==> config.mk <==
export PLATFORM = sky130hd
export DESIGN_NAME = dsi_crc_stream
export DESIGN_NICKNAME = d
export VERILOG_FILES = /design/src/rtl/dsi_crc_stream.sv
export SDC_FILE = /design/constraint.sdc
export NUM_CORES = 1
export LEC_CHECK = 0
export CORE_ASPECT_RATIO = 1.4
export CORE_MARGIN = 2
export CORE_UTILIZATION = 40
export CTS_CLUSTER_DIAMETER = 50
export DETAILED_ROUTE_END_ITERATION = 8
export PLACE_DENSITY = 0.66
export RECOVER_POWER = 50
export SLEW_MARGIN = 20
export SYNTH_ARGS = -nofsm -noshare
export SYNTH_HDL_FRONTEND = slang
export SYNTH_SLANG_ARGS = --single-unit
==> constraint.sdc <==
create_clock -name clk_i -period 8.3 [get_ports clk_i]
set_input_delay 1.66 -clock clk_i [delete_from_list [all_inputs] [get_ports clk_i]]
set_output_delay 1.66 -clock clk_i [all_outputs]
set_load 0.01 [all_outputs]
==> src/rtl/dsi_crc_stream.sv <==
// Byte-parallel DSI long-packet payload CRC (x^16+x^12+x^5+1, reflected) with valid/ready framing.
// Define DSI_CRC_APPEND_EN to append the two CRC bytes to the outgoing stream.
module dsi_crc_stream #(
   parameter int          g_lanes    = 4,
   parameter logic [15:0] g_crc_init = 16'hFFFF
) (
   input  logic                 clk_i,
   input  logic                 rst_n_i,
   input  logic [8*g_lanes-1:0] snk_data_i,
   input  logic                 snk_valid_i,
   output logic                 snk_ready_o,
   input  logic                 snk_sop_i,
   input  logic                 snk_eop_i,
   input  logic [3:0]           snk_nbytes_i,
   output logic [8*g_lanes-1:0] src_data_o,
   output logic                 src_valid_o,
   input  logic                 src_ready_i,
   output logic                 src_sop_o,
   output logic                 src_eop_o,
   output logic [3:0]           src_nbytes_o,
   output logic [15:0]          crc_o,
   output logic                 crc_valid_o,
   output logic                 err_o
);

   localparam int          W      = 8 * g_lanes;
   localparam logic [3:0]  LANES4 = 4'(g_lanes);
   localparam logic [1:0]  ST_IDLE = 2'd0;
   localparam logic [1:0]  ST_PKT  = 2'd1;
`ifdef DSI_CRC_APPEND_EN
   localparam logic [1:0]  ST_TAIL = 2'd2;
`endif

   function automatic logic [15:0] crc_byte(input logic [15:0] c, input logic [7:0] b);
      logic [15:0] r;
      r = c ^ {8'h00, b};
      for (int i = 0; i < 8; i++) begin
         r = r[0] ? ((r >> 1) ^ 16'h8408) : (r >> 1);
      end
      return r;
   endfunction

   logic [1:0]   state_q, state_d;
   logic [15:0]  crc_run_q, crc_run_d;
   logic [W-1:0] src_data_q, src_data_d;
   logic         src_valid_q, src_valid_d;
   logic         src_sop_q, src_sop_d;
   logic         src_eop_q, src_eop_d;
   logic [3:0]   src_nbytes_q, src_nbytes_d;
   logic [15:0]  crc_q, crc_d;
   logic         crc_valid_q, crc_valid_d;
   logic         err_q, err_d;
`ifdef DSI_CRC_APPEND_EN
   logic [15:0]  tail_q, tail_d;
   logic [1:0]   tail_cnt_q, tail_cnt_d;
`endif

   logic         out_free;
   logic         accept;
   logic [3:0]   n_eff;
   logic [3:0]   n_lim;
   logic [15:0]  crc_base;
   logic [15:0]  crc_fold;

   assign out_free = !src_valid_q || src_ready_i;
`ifdef DSI_CRC_APPEND_EN
   assign snk_ready_o = out_free && (state_q != ST_TAIL);
`else
   assign snk_ready_o = out_free;
`endif
   assign accept = snk_valid_i && snk_ready_o;

   // Over-range byte counts are treated as a full beat.
   assign n_eff    = (snk_nbytes_i > LANES4) ? LANES4 : snk_nbytes_i;
   assign n_lim    = snk_eop_i ? n_eff : LANES4;
   assign crc_base = (state_q == ST_PKT && !snk_sop_i) ? crc_run_q : g_crc_init;

   always_comb begin
      crc_fold = crc_base;
      for (int k = 0; k < g_lanes; k++) begin
         if (4'(k) < n_lim) crc_fold = crc_byte(crc_fold, snk_data_i[8*k +: 8]);
      end
   end

   always_comb begin
      // NOTE: every next-state signal gets a default first, so no path leaves one unassigned (no latches).
      state_d      = state_q;
      crc_run_d    = crc_run_q;
      src_data_d   = src_data_q;
      src_valid_d  = src_valid_q;
      src_sop_d    = src_sop_q;
      src_eop_d    = src_eop_q;
      src_nbytes_d = src_nbytes_q;
      crc_d        = crc_q;
      crc_valid_d  = 1'b0;
      err_d        = 1'b0;
`ifdef DSI_CRC_APPEND_EN
      tail_d       = tail_q;
      tail_cnt_d   = tail_cnt_q;
`endif

      if (out_free) src_valid_d = 1'b0;

      if (accept) begin
         if (state_q == ST_IDLE && !snk_sop_i) begin
            // Orphan beat: consumed and dropped.
            err_d = 1'b1;
         end else begin
            err_d        = (state_q == ST_PKT) && snk_sop_i;
            crc_run_d    = crc_fold;
            src_valid_d  = 1'b1;
            src_data_d   = snk_data_i;
            src_sop_d    = snk_sop_i;
            src_eop_d    = snk_eop_i;
            src_nbytes_d = snk_eop_i ? n_eff : LANES4;
            state_d      = ST_PKT;
            if (snk_eop_i) begin
               crc_d       = crc_fold;
               crc_valid_d = 1'b1;
               state_d     = ST_IDLE;
`ifdef DSI_CRC_APPEND_EN
               if (5'(n_eff) + 5'd2 <= 5'(LANES4)) begin
                  for (int k = 0; k < g_lanes; k++) begin
                     if (4'(k) == n_eff)        src_data_d[8*k +: 8] = crc_fold[7:0];
                     if (4'(k) == n_eff + 4'd1) src_data_d[8*k +: 8] = crc_fold[15:8];
                  end
                  src_nbytes_d = n_eff + 4'd2;
               end else begin
                  // CRC does not fit: spill the remainder into a trailing beat.
                  src_eop_d    = 1'b0;
                  src_nbytes_d = LANES4;
                  state_d      = ST_TAIL;
                  if (n_eff < LANES4) begin
                     for (int k = 0; k < g_lanes; k++) begin
                        if (4'(k) == n_eff) src_data_d[8*k +: 8] = crc_fold[7:0];
                     end
                     tail_d     = {8'h00, crc_fold[15:8]};
                     tail_cnt_d = 2'd1;
                  end else begin
                     tail_d     = crc_fold;
                     tail_cnt_d = 2'd2;
                  end
               end
`endif
            end
         end
      end

`ifdef DSI_CRC_APPEND_EN
      if (state_q == ST_TAIL && out_free) begin
         src_valid_d = 1'b1;
         src_sop_d   = 1'b0;
         src_data_d  = '0;
         for (int k = 0; k < ((g_lanes < 2) ? g_lanes : 2); k++) begin
            src_data_d[8*k +: 8] = tail_q[8*k +: 8];
         end
         if (g_lanes >= 2 || tail_cnt_q == 2'd1) begin
            src_eop_d    = 1'b1;
            src_nbytes_d = {2'b00, tail_cnt_q};
            state_d      = ST_IDLE;
         end else begin
            src_eop_d    = 1'b0;
            src_nbytes_d = LANES4;
            tail_d       = tail_q >> 8;
            tail_cnt_d   = tail_cnt_q - 2'd1;
         end
      end
`endif
   end

   // NOTE: all state, including data registers, is cleared by the async reset so nothing stale leaks out.
   always_ff @(posedge clk_i or negedge rst_n_i) begin
      if (!rst_n_i) begin
         state_q      <= ST_IDLE;
         crc_run_q    <= g_crc_init;
         src_data_q   <= '0;
         src_valid_q  <= 1'b0;
         src_sop_q    <= 1'b0;
         src_eop_q    <= 1'b0;
         src_nbytes_q <= 4'd0;
         crc_q        <= 16'h0000;
         crc_valid_q  <= 1'b0;
         err_q        <= 1'b0;
`ifdef DSI_CRC_APPEND_EN
         tail_q       <= 16'h0000;
         tail_cnt_q   <= 2'd0;
`endif
      end else begin
         // NOTE: non-blocking updates so every register samples pre-edge values.
         state_q      <= state_d;
         crc_run_q    <= crc_run_d;
         src_data_q   <= src_data_d;
         src_valid_q  <= src_valid_d;
         src_sop_q    <= src_sop_d;
         src_eop_q    <= src_eop_d;
         src_nbytes_q <= src_nbytes_d;
         crc_q        <= crc_d;
         crc_valid_q  <= crc_valid_d;
         err_q        <= err_d;
`ifdef DSI_CRC_APPEND_EN
         tail_q       <= tail_d;
         tail_cnt_q   <= tail_cnt_d;
`endif
      end
   end

   assign src_data_o   = src_data_q;
   assign src_valid_o  = src_valid_q;
   assign src_sop_o    = src_sop_q;
   assign src_eop_o    = src_eop_q;
   assign src_nbytes_o = src_nbytes_q;
   assign crc_o        = crc_q;
   assign crc_valid_o  = crc_valid_q;
   assign err_o        = err_q;

endmodule

**After elaboration in Yosys (flattened, before gate mapping)**

Index checks and enable logic that the tools add are counted.

- Register bits: 75
- Input port bits: 42
- Output and inout port bits: 58
- Logic and storage cells: 111

- $lt $le $gt $ge: 5
- Equal/unequal tests: 1
- Muxes and demuxes: 48
- Bitwise operators: 37
- Reduce and logical (&&, ||, !) cells: 10

Operator list:

| operator | count |
|---|---|
| $mux 16 | 37 |
| $not 2->3 | 32 |
| $xor 16x8->16 | 4 |
| $mux 1 | 9 |
| $lt 1x4->1 const A | 2 |
| $lt 2x4->1 const A | 2 |
| $mux 4 | 2 |
| $gt 4x3->1 const B | 1 |
| $logic_and 1x1->1 | 4 |
| $reduce_and 3->1 | 1 |
| $eq 2x1->1 const B | 1 |
| $logic_not 1->1 | 2 |
| $logic_not 2->1 | 1 |
| $reduce_and 2->1 | 1 |
| $logic_or 1x1->1 | 1 |
| $not 1->1 | 1 |

**Logic depth before layout (Yosys ltp)**

- Word-level depth: 75
- Gate-level depth with buffers: 17
- Mapped depth without buffers: 15

**Worst setup path after synthesis**

Ideal clock, no wire load.

- Path kind: input to register
- From: in snk_sop_i
- To: reg crc_q[3] (netlist: crc_o[3])
- Library setup time: 0.125 ns
- Arrival: 5.166 ns
- Required time: 8.175 ns
- Slack: 3.009 ns
- Stages on the path: 16
- Path buffers: 2
- Cell sequence: inv_1 -> ha_1 -> buf_2 -> buf_4 -> a21boi_0 -> a211oi_1 -> o31a_1 -> xnor2_1 -> xor3_2 -> a21oi_4 -> xnor2_1 -> xnor3_1 -> xor3_1 -> nand2_1 -> xnor2_1 -> mux2_2

- Cells in the longest elaborated chain, start to end: 47
- Elaborated cells on any way between the ends: 66
- Those cells by class: mux (37); bitwise (25); reduce/logical (4)

Ends and longest elaborated chain:

| item | line | text |
|---|---|---|
| start, declared | 12 | `input logic snk_sop_i,` |
| $logic_not 1->1 * | 76, 105 |  |
| $logic_and 1x1->1 | 76 | `assign crc_base = (state_q == ST_PKT && !snk_sop_i) ? crc_run_q : g_crc_init;` |
| $mux 16 | 76 |  |
| $xor 16x8->16 | 36 | `r = c ^ {8'h00, b};` |
| $mux 16 / $not 2->3 (equally long branches) | n/a |  |
| $mux 16 | 38 | `r = r[0] ? ((r >> 1) ^ 16'h8408) : (r >> 1);` |
| $mux 16 / $not 2->3 (equally long branches) | n/a |  |
| $mux 16 | 38 |  |
| (+28 left out) | n/a |  |
| $not 2->3 (no source line), or another cell as far along | n/a |  |
| $mux 16 / $xor 16x8->16 (equally long branches) | 38, 36 |  |
| $mux 16 (2 in series) | 38 |  |
| $mux 16 / $not 2->3 (equally long branches) | n/a |  |
| $mux 16 (3 in series) | 38 |  |
| $not 2->3 (no source line) / $mux 16 (equally long branches) | n/a |  |
| $mux 16 | 38 |  |
| $mux 16 | 81 | `if (4'(k) < n_lim) crc_fold = crc_byte(crc_fold, snk_data_i[8*k +: 8]);` |
| end signal, assigned | 197 | `crc_q <= crc_d;` |
| end, declared | 50 | `logic [15:0] crc_q, crc_d;` |

Mark *: on every way between the ends. The rest lies on a longest branch, timed or not.
A chain may end at the register's enable or synchronous reset.

**Worst setup path after layout**

- From: in snk_sop_i
- To: reg crc_q[9] (netlist: crc_o[9])

- Cells in the longest elaborated chain, start to end: 47
- Elaborated cells on any way between the ends: 68
- Those cells by class: mux (37); bitwise (27); reduce/logical (4)

Ends and longest elaborated chain:

| item | line |
|---|---|
| $logic_not 1->1 * | 76, 105 |
| $logic_and 1x1->1 | 76 |
| $mux 16 | 76 |
| $xor 16x8->16 | 36 |
| $mux 16 | 38 |
| $mux 16 / $not 2->3 (equally long branches) | n/a |
| $mux 16 | 38 |
| $mux 16 / $not 2->3 (equally long branches) | n/a |
| (+27 left out) | n/a |
| $mux 16 | 81 |
| $xor 16x8->16 | 36 |
| $mux 16 (2 in series) | 38 |
| $mux 16 / $not 2->3 (equally long branches) | n/a |
| $mux 16 (3 in series) | 38 |
| $not 2->3 (no source line) / $mux 16 (equally long branches) | n/a |
| $mux 16 (2 in series) | 38 |
| $mux 16 | 81 |

Marks and branches as above.

==> run metrics <==
Setup TNS Final=0 ps; Synth-to-Final Area Change=26.3%; CTS tree=built; H-tree levels=3; Routed WL=between 15 and 20 mm; adder-cell share of the synthesized area=0.454%; clock slew at reported path FFs=60 ps; GRT Overall Usage=24.0%; XOR/XNOR Fraction of Synth Area=22.9%; post-synthesis sequential area ratio=roughly a third; most frequent cell after synthesis=nand2_1; WS Path Type=input port to flop; critical-path cell list=dlygate4sd3_1, inv_1, ha_1, buf_4, inv_1, nor3b_1, a211oi_1, o31a_1, xnor2_1, xnor3_1, a21o_1, xnor2_1, a21oi_1, nand2_1, xnor2_1, mux2i_1, nand3_1; Worst path max stage delay=590 ps; nets@finish=roughly 730; n_diodes=0; RSZ-0062 raised after global routing=false; die height=about 140 um; Worst setup SP type=input port; CTS root buf=clkbuf_16; area leader, netlist=dfrtp_1; Net Sw Frac=46.3%; fraction of registers with async set/reset=between 90% and 100%; Slowest cell on crit path=xnor2_1; Buf/Inv on CP=4; DRT Pass-1 Iters=5; critical path's top delay family=XOR/XNOR gates; first-pass GRT wire length=between 20 and 30 mm; Post-DP HPWL=between 10 and 15 mm; post-synthesis mux area share=5.34%; Crit. End Element=flop; largest family of logic cells by synthesized area=XOR/XNOR gates; Avg WL per Cell=19.4 um; Die W=~100 um; clock buffer depth=2; Post-Route Utilization=roughly 52%; Final period util=a little under 80%; die area=14700 sq um; sequential power share=16.9%; Vias=between 4000 and 5000; drt first-iter violations=around 340; max_cap viols=1; slew margin rel.=-167%; status=complete, but fails checks; postcts setup bufs=0; vias in the first global route=approximately 4700; type of the worst min-delay path=flop to flop; Commonest cells post-synth=153 x nand2_1, 59 x xnor2_1, 58 x dfrtp_1; RD Place Congestion=~0.93; port bufs=between 90 and 100; FF+latch count, synth=74; vias per cell=5.37; top-area cell type share of the netlist area=between 20% and 30%; number of enable flip-flop cells after synthesis=0; Post-synth top flop=dfrtp_1; Critical Path Fanout Max=29; post-CTS sizing=0; Post-CTS Hold Fix Bufs=0; Max IR drop VDD=0.000409 V; Mean Syn Cell Area=about 9.1 sq um; Total Power=3.80 mW; P per Cell Area=546 nW/um^2; crit path DAT=between 6000 and 7000 ps; clock power share=a little under an eighth; TritonCTS Sinks=74; Final Slew Violations=75; Detail Route Antenna Nets=0; core footprint=between 10000 and 15000 sq um; Synth Area in Simple Gates=between 20% and 30%; measured slew at the worst slew-check pin=around 4000 ps; FMAX=between 0.15 and 0.2 GHz; Final Hold Violating Endpoints=0; Ys Warns=0; Period minus WS final=6410 ps; Internal Power=approximately 2.0 mW; Compound-Gate Fraction of Synth Area=between 10 and 15%; Netlist cell types=slightly above 70; Fillers=approximately 1300; TritonCTS Buffers=9; Remaining DRCs=0; Skew-Pair Late Insertion Delay=about 340 ps; io pins=100; Crit path top cell by count=xnor2_1; Setup Skew=7.16 ps; Pleak=roughly 3.1 nW; Post-Syn Area=~5500 sq um; violated checks=max-capacitance violations, max-slew violations; synth top area cells=dfrtp_1 26%, nand2_1 10%, xnor2_1 9.4%; syn nets=652; Starting Density=approximately two fifths; initial antenna violation count=0; layout cells sized above 1=between 10% and 20%; count of final setup violators=0; net switching power=between 1.5 and 2 mW; Comb power frac=between 70% and 80%; largest net degree at the start of global routing=75; Mapped Cells=between 600 and 700; Critical Path RT=roughly 8500 ps; # rows=50; grt ovf=0
==> cells by family (layout without fill, tap and decap cells) <==
| logic type | Yosys count | count (layout) |
|---|---|---|
| compound gates | 99 | 99 |
| xor+xnor | 110 | 110 |
| fa+ha+maj | 2 | 2 |
| buf+inv | 42 | 128 |
| flops | 74 | 74 |
| mux | 26 | 26 |
| simple gates | 255 | 255 |
==> per-stage QoR <==
stage	hold slack (ps)	instances	setup WS, ps	area (sq um)
5_1_grt	488	876	1670	6960
3_3_place_gp	455	860	1740	6630
6_report	466	876	1890	6960
3_5_place_dp	462	860	1710	6630
4_1_cts	478	876	2070	6960
2_1_floorplan	451	608	3010	5510
==> cell type report <==
class | instances | area [sq um] | share of cell area, %
Multi-Input combinational cell | 492 | 3470 | 49.9
Sequential cell | 74 | 1870 | 26.9
Timing Repair Buffer | 105 | 1030 | 14.8
Tap cell | 182 | 228 | 3.27
Clock buffer | 9 | 225 | 3.24
Clock inverter | 7 | 108 | 1.55
Inverter | 7 | 26.3 | 0.378
==> flip-flops by register name, indices dropped and copies added, names as in the netlist, 4 cells and up <==
signal,count
src_data_o,32
crc_o,16
src_nbytes_o,4
crc_run_q,16
==> worst paths after layout <==
| kind | start | end | slack, ps | cells past startpoint |
|---|---|---|---|---|
| setup / recovery | snk_sop_i | crc_o[9] | 1890 | 17 |
| hold / removal | src_data_o[0] | src_data_o[0] | 470 | 2 |
| setup reg to reg | state_q[0] | crc_o[9] | 3470 | 15 |
| hold reg to reg | src_data_o[0] | src_data_o[0] | 470 | 2 |
| max in group asynchronous | rst_n_i | src_nbytes_o[3] | 3340 | 1 |
| min in group asynchronous | rst_n_i | src_data_o[27] | 2710 | 1 |
==> routing by layer <==
layer / global-route usage, % / share of wire, %
met1: 29.0 / 40
met2: 41.6 / 52
met3: 3.57 / 4.1
met4: 10.9 / 3.9
met5: 0 / 0
==> cells in the final DEF (no fill, tap or decap), types with 8 or more instances in the layout <==
cell / Yosys / final
nand3_1: 9 / 9
nor2_1: 32 / 31
mux2_2: 17 / 17
a21oi_1: 18 / 18
a211oi_1: 9 / 9
dfrtp_1: 58 / 58
o21ai_0: 22 / 22
dfstp_2: 16 / 16
nand2_1: 153 / 153
a21o_1: 8 / 8
nor3_1: 9 / 9
clkdlybuf4s50_1: 0 / 69
xnor2_1: 59 / 59
clkbuf_16: 0 / 9
dlygate4sd3_1: 0 / 29
nand2b_1: 9 / 9
mux2i_1: 8 / 8
xnor3_1: 13 / 13
xor2_1: 27 / 27
==> power groups by stage <==
stage	combinational, mW	clock, mW	sequential [mW]
final	2.71	0.447	0.640
after global placement	2.67	0	0.643
after global routing	2.92	0.473	0.655
after floorplan	1.94	0	0.645
after detailed placement	2.70	0	0.645
after CTS	2.72	0.461	0.640
==> tightest hold or removal path, delay by kind of cell, from the launching register on <==
family	cells	cell delay (ps)
flops	1	340
simple gates	2	100
Power figures use the tool's default switching activity.
==> edit 1, RTL diff (same settings) <==
Build with the macro `DSI_CRC_APPEND_EN` defined.
--- a/src/rtl/dsi_crc_stream.sv
+++ b/src/rtl/dsi_crc_stream.sv
@@ -1,4 +1,6 @@
 // Byte-parallel DSI long-packet payload CRC (x^16+x^12+x^5+1, reflected) with valid/ready framing.
 // Define DSI_CRC_APPEND_EN to append the two CRC bytes to the outgoing stream.
+`define DSI_CRC_APPEND_EN
+
 module dsi_crc_stream #(
    parameter int          g_lanes    = 4,
Behaviour: not the same (Yosys sat finds a counterexample within 4 cycles, from zero or initial values and one cycle with rst_n_i low).
==> edit 1 against the original RTL <==
- the run still ends with max-capacitance violations, max-slew violations left
- via count increased by 50%
- utilization down 2.4 points
- die area up 33%
- worst hold slack better by 13 ps
- wire length grew 59%
- cell area rose by 28%
- sequential share of layout area down 0.61 points
- sequential cell count increased by 19
- area after synthesis is 34% higher
- setup slack lost 410 ps
Power is not shown: default switching activity piles up to over one toggle a cycle in this logic, so the estimate is an artifact.
==> edit 1: results (changes against the original RTL) <==
GR Layer Usage met3 -> 0.0300 (was 0.0357)
Register area share after synthesis -> 0.318 (was 0.340)
Largest net degree at the start of global routing -> 81 (was 75)
Iter 0 DRT Violations -> 754 (was 336)
Unique masters post-synth -> 91 (was 72)
Final Max Tran Viols -> 81 (was 75)
GP Congestion -> 0.964 (was 0.932)
Drt total wl -> 26.9 mm (was 17.0 mm)
Proportion of layout cells with a drive suffix above 1 -> 0.116 (was 0.117)
Data arrival, critical path -> 7040 ps (was 6630 ps)
Vias/cell -> 6.06 (was 5.37)
Top cells by count, synth -> 119 x nand2_1, 77 x dfrtp_1, 77 x o21ai_0 (was 153 x nand2_1, 59 x xnor2_1, 58 x dfrtp_1)
Met1 GRT Util -> 0.360 (was 0.290)
Syn Nets -> 875 (was 652)
Status -> finished, violations left (unchanged)
Gr usage total -> 0.278 (was 0.240)
WL met3 -> 1.91 mm (was 698 um)
Max Cap Viol -> 1 (unchanged)
Worst Tran Pin Value -> 4280 ps (was 4010 ps)
Vias in the first global route -> 6768 (was 4747)
Top post-synthesis cells by area -> dfrtp_1 26%, xnor2_1 7.4%, nand2_1 6.0%, dfstp_2 5.7%, o21ai_0 5.2% (was dfrtp_1 26%, nand2_1 10%, xnor2_1 9.4%, dfstp_2 7.6%, xnor3_1 5.3%)
Fill cell count -> 1776 (was 1314)
Failing checks -> max-capacitance violations, max-slew violations (unchanged)
Finished Core Util -> 0.496 (was 0.520)
Max Fanout on Critical Path -> 39 (was 29)
edit 1: changes by cell type after synthesis, sizes merged, moves of 11 or more:
cell   unedited run  this run
mux2             17         6
nor2             34        68
a21oi            21        37
nor3              9        20
dfrtp            58        77
o21ai            25        83
nand2           154       121
edit 1: worst min-delay path, cell delays in order (launching register included):
cell     delay, ps
dfrtp_1        340
nand2_1         50
nand2_1         60
edit 1: kinds of logic (layout without fill, tap and decap cells):
group	Yosys count	in the layout	synth area share
AND/OR/NAND/NOR	295	295	0.209
AO/OA/AOI/OAI	249	249	0.226
XOR/XNOR	116	116	0.180
flip-flops	93	93	0.318
buffers and inverters	57	147	0.0330
multiplexers	19	19	0.0302
adder cells (fa/ha/maj)	2	2	0.00339
edit 1: path summary, 6_finish.rpt:
check / slack, ps / end / cells after the start / start
max reg2reg: 2870 / src_data_o[9] / 14 / state_q[1]
max: 1480 / src_data_o[12] / 17 / snk_nbytes_i[1]
max in group asynchronous: 2410 / src_data_o[2] / 2 / rst_n_i
min reg2reg: 480 / crc_o[8] / 2 / crc_o[8]
min in group asynchronous: 1360 / src_data_o[25] / 1 / rst_n_i
min: 480 / crc_o[8] / 2 / crc_o[8]
edit 1: area by class of cell:
class                   count  share of cell area
clock buffers              10              0.0256
clock inverters             6             0.00799
inverters                   9             0.00378
multi-input cells         681               0.537
flip-flops and latches     93               0.263
well taps                 240              0.0336
repair buffers            122               0.129
edit 1: through the flow:
step | hold WS (ps) | instances | setup slack [ps]
6_report | 479 | 1161 | 1480
5_1_grt | 511 | 1161 | 1220
4_1_cts | 484 | 1161 | 1550
3_5_place_dp | 466 | 1145 | 1190
3_3_place_gp | 461 | 1145 | 1290
2_1_floorplan | 445 | 831 | 2700
==> edit 2, RTL diff (config.mk and constraints unchanged) <==
Made on the original files. Put one more register stage on the output `err_o`. The value now appears one clock later. The other outputs are not delayed to match.
--- a/src/rtl/dsi_crc_stream.sv
+++ b/src/rtl/dsi_crc_stream.sv
@@ -212,5 +212,7 @@
    assign crc_o        = crc_q;
    assign crc_valid_o  = crc_valid_q;
-   assign err_o        = err_q;
+   always_ff @(posedge clk_i) begin
+      err_o <= err_q;
+   end
 
 endmodule
Check against the original RTL: not equivalent (Yosys sat finds a counterexample within 4 cycles, from zero or initial values and one cycle with rst_n_i low).
==> edit 2 against the original RTL <==
- the flow still finishes with violations (max-capacitance violations, max-slew violations)
- clock power shrank 15%
- fmax down 8.0%
- area after synthesis fell by 0.70%
- sequential cell count grew 1
- largest cell class unchanged
- synthesized cell count grew 0.82%
- count of clock-buffer cells in the layout did not move
- wire length down 1.1%
- critical path type unchanged
- setup slack got worse by 560 ps
- cell area decreased by 0.97%
- first-iteration DRC count is 1.5% lower
- power fell by 11%
- sequential share of layout area increased by 0.55 points
==> edit 2: results (changes against the original RTL) <==
Status -> finished, violations left (unchanged)
Failing checks -> max-capacitance violations, max-slew violations (unchanged)
Top cells by count, synth -> 149 x nand2_1, 58 x dfrtp_1, 47 x nor2_1 (was 153 x nand2_1, 59 x xnor2_1, 58 x dfrtp_1)
Post-layout net count -> 738 (was 733)
Max rail drop VDD -> 0.298 mV (was 0.409 mV)
Max Fanout on Critical Path -> 25 (was 29)
Worst hold path depth -> 0 (was 2)
Proportion of layout cells with a drive suffix above 1 -> 0.119 (was 0.117)
Register area share after synthesis -> 0.346 (was 0.340)
Max Cap Viol -> 1 (unchanged)
Min-delay src -> err_q (was src_data_o[0])
Final Max Tran Viols -> 75 (unchanged)
Worst R2R Path Depth -> 14 (was 15)
Clk_skew -> 8.85 ps (was 7.16 ps)
Top post-synthesis cells by area -> dfrtp_1 27%, nand2_1 10%, dfstp_2 7.7%, xnor2_1 7.2%, xnor3_1 6.2% (was dfrtp_1 26%, nand2_1 10%, xnor2_1 9.4%, dfstp_2 7.6%, xnor3_1 5.3%)
WHS Endpoint -> err_o (was src_data_o[0])
Most frequent cell after synthesis -> nand2_1 (unchanged)
Gr usage total -> 0.242 (was 0.240)
P_leak -> 3.01 nW (was 3.09 nW)
Non-filler cells, final -> 881 (was 876)
Largest net degree at the start of global routing -> 75 (unchanged)
N_diodes -> 0 (unchanged)
PortBufs -> 99 (unchanged)
Ys Warns -> 0 (unchanged)
Mapped Cells -> 613 (was 608)
Drt first pass iters -> 5 (unchanged)
Unique masters post-synth -> 73 (was 72)
Drt total wl -> 16.8 mm (was 17.0 mm)
Critical path's largest stage delay -> 750 ps (was 590 ps)
Clock network power -> 0.000382 W (was 0.000447 W)
CP max-delay cell -> ha_1 (was xnor2_1)
Syn Nets -> 657 (was 652)
Max FFs per register -> 32 (unchanged)
Clock Latency Late Sink -> 350 ps
Hold Path Class -> flop to flop (unchanged)
Iter 0 DRT Violations -> 331 (was 336)
Critical path's top delay family -> XOR/XNOR gates (unchanged)
Setup Buffers After CTS -> 0 (unchanged)
Async set or reset register ratio after synthesis -> 0.987 (was 1.00)
Vias/cell -> 5.46 (was 5.37)
Dpl hpwl -> 12.7 mm (about the same)
Placed cells -> 864 (was 860)
CTS root buf -> clkbuf_16 (unchanged)
Data arrival, critical path -> 7180 ps (was 6630 ps)
Slew headroom -> -1.61 (was -1.67)
First-pass GRT wire length -> 26.7 mm (was 26.4 mm)
Switching Power -> 0.00155 W (was 0.00176 W)
Flop2flop setup slack -> 2910 ps (was 3470 ps)
Total sequential power -> 0.000654 W (was 0.000640 W)
Vias in the first global route -> 4717 (was 4747)
Initial antenna violation count -> 0 (unchanged)
GP Congestion -> 0.987 (was 0.932)
Reg-to-reg critical path startpoint -> state_q[0] (unchanged)
RR Endpoint -> crc_o[2] (was crc_o[9])
[edit 2: through the flow]
stage	total power [W]	cell area, um2	utilization	hold slack (ps)	setup WS (ps)
floorplan	0.00231	5470	-	324	2790
global placement	0.00299	6590	0.492	329	1180
detailed placement	0.00300	6590	0.492	335	1100
CTS	0.00341	6870	0.513	361	1490
global route	0.00365	6890	0.515	368	976
finish	0.00339	6890	0.515	357	1330
[edit 2: final cells by class]
class	instances	area, um2
clock buffer	9	225
clock inverter	7	61.3
fill	1324	6500
inverter	7	26.3
multi-input combinational	497	3420
sequential	75	1890
tap	182	228
timing repair buffer	104	1030
[edit 2: metal layers]
metal / part of all wire / up-vias / wire length, um / global-route usage
li1: - / 2302 / - / -
met1: 0.42 / 2321 / 7040 / 0.309
met2: 0.51 / 167 / 8610 / 0.407
met3: 0.042 / 21 / 709 / 0.0417
met4: 0.024 / 0 / 411 / 0.0866
met5: 0 / - / 0 / 0
[edit 2: cell families (layout without fill, tap and decap cells)]
logic type,after synthesis,in the layout,synth area share
flip-flops,75,75,0.346
AO/OA/AOI/OAI,118,118,0.151
buffers and inverters,41,127,0.0302
adder cells (fa/ha/maj),2,2,0.00457
XOR/XNOR,91,91,0.198
AND/OR/NAND/NOR,262,262,0.220
multiplexers,24,24,0.0503
[edit 2: worst max path at each step]
stage          startpoint  endpoint  slack (ps)  cells past startpoint
2_1_floorplan   snk_sop_i  crc_o[7]        2790                     15
3_3_place_gp    snk_sop_i  crc_o[2]        1180                     16
3_5_place_dp    snk_sop_i  crc_o[2]        1100                     16
4_1_cts         snk_sop_i  crc_o[2]        1490                     16
5_1_grt         snk_sop_i  crc_o[2]         980                     16
6_report        snk_sop_i  crc_o[2]        1330                     16
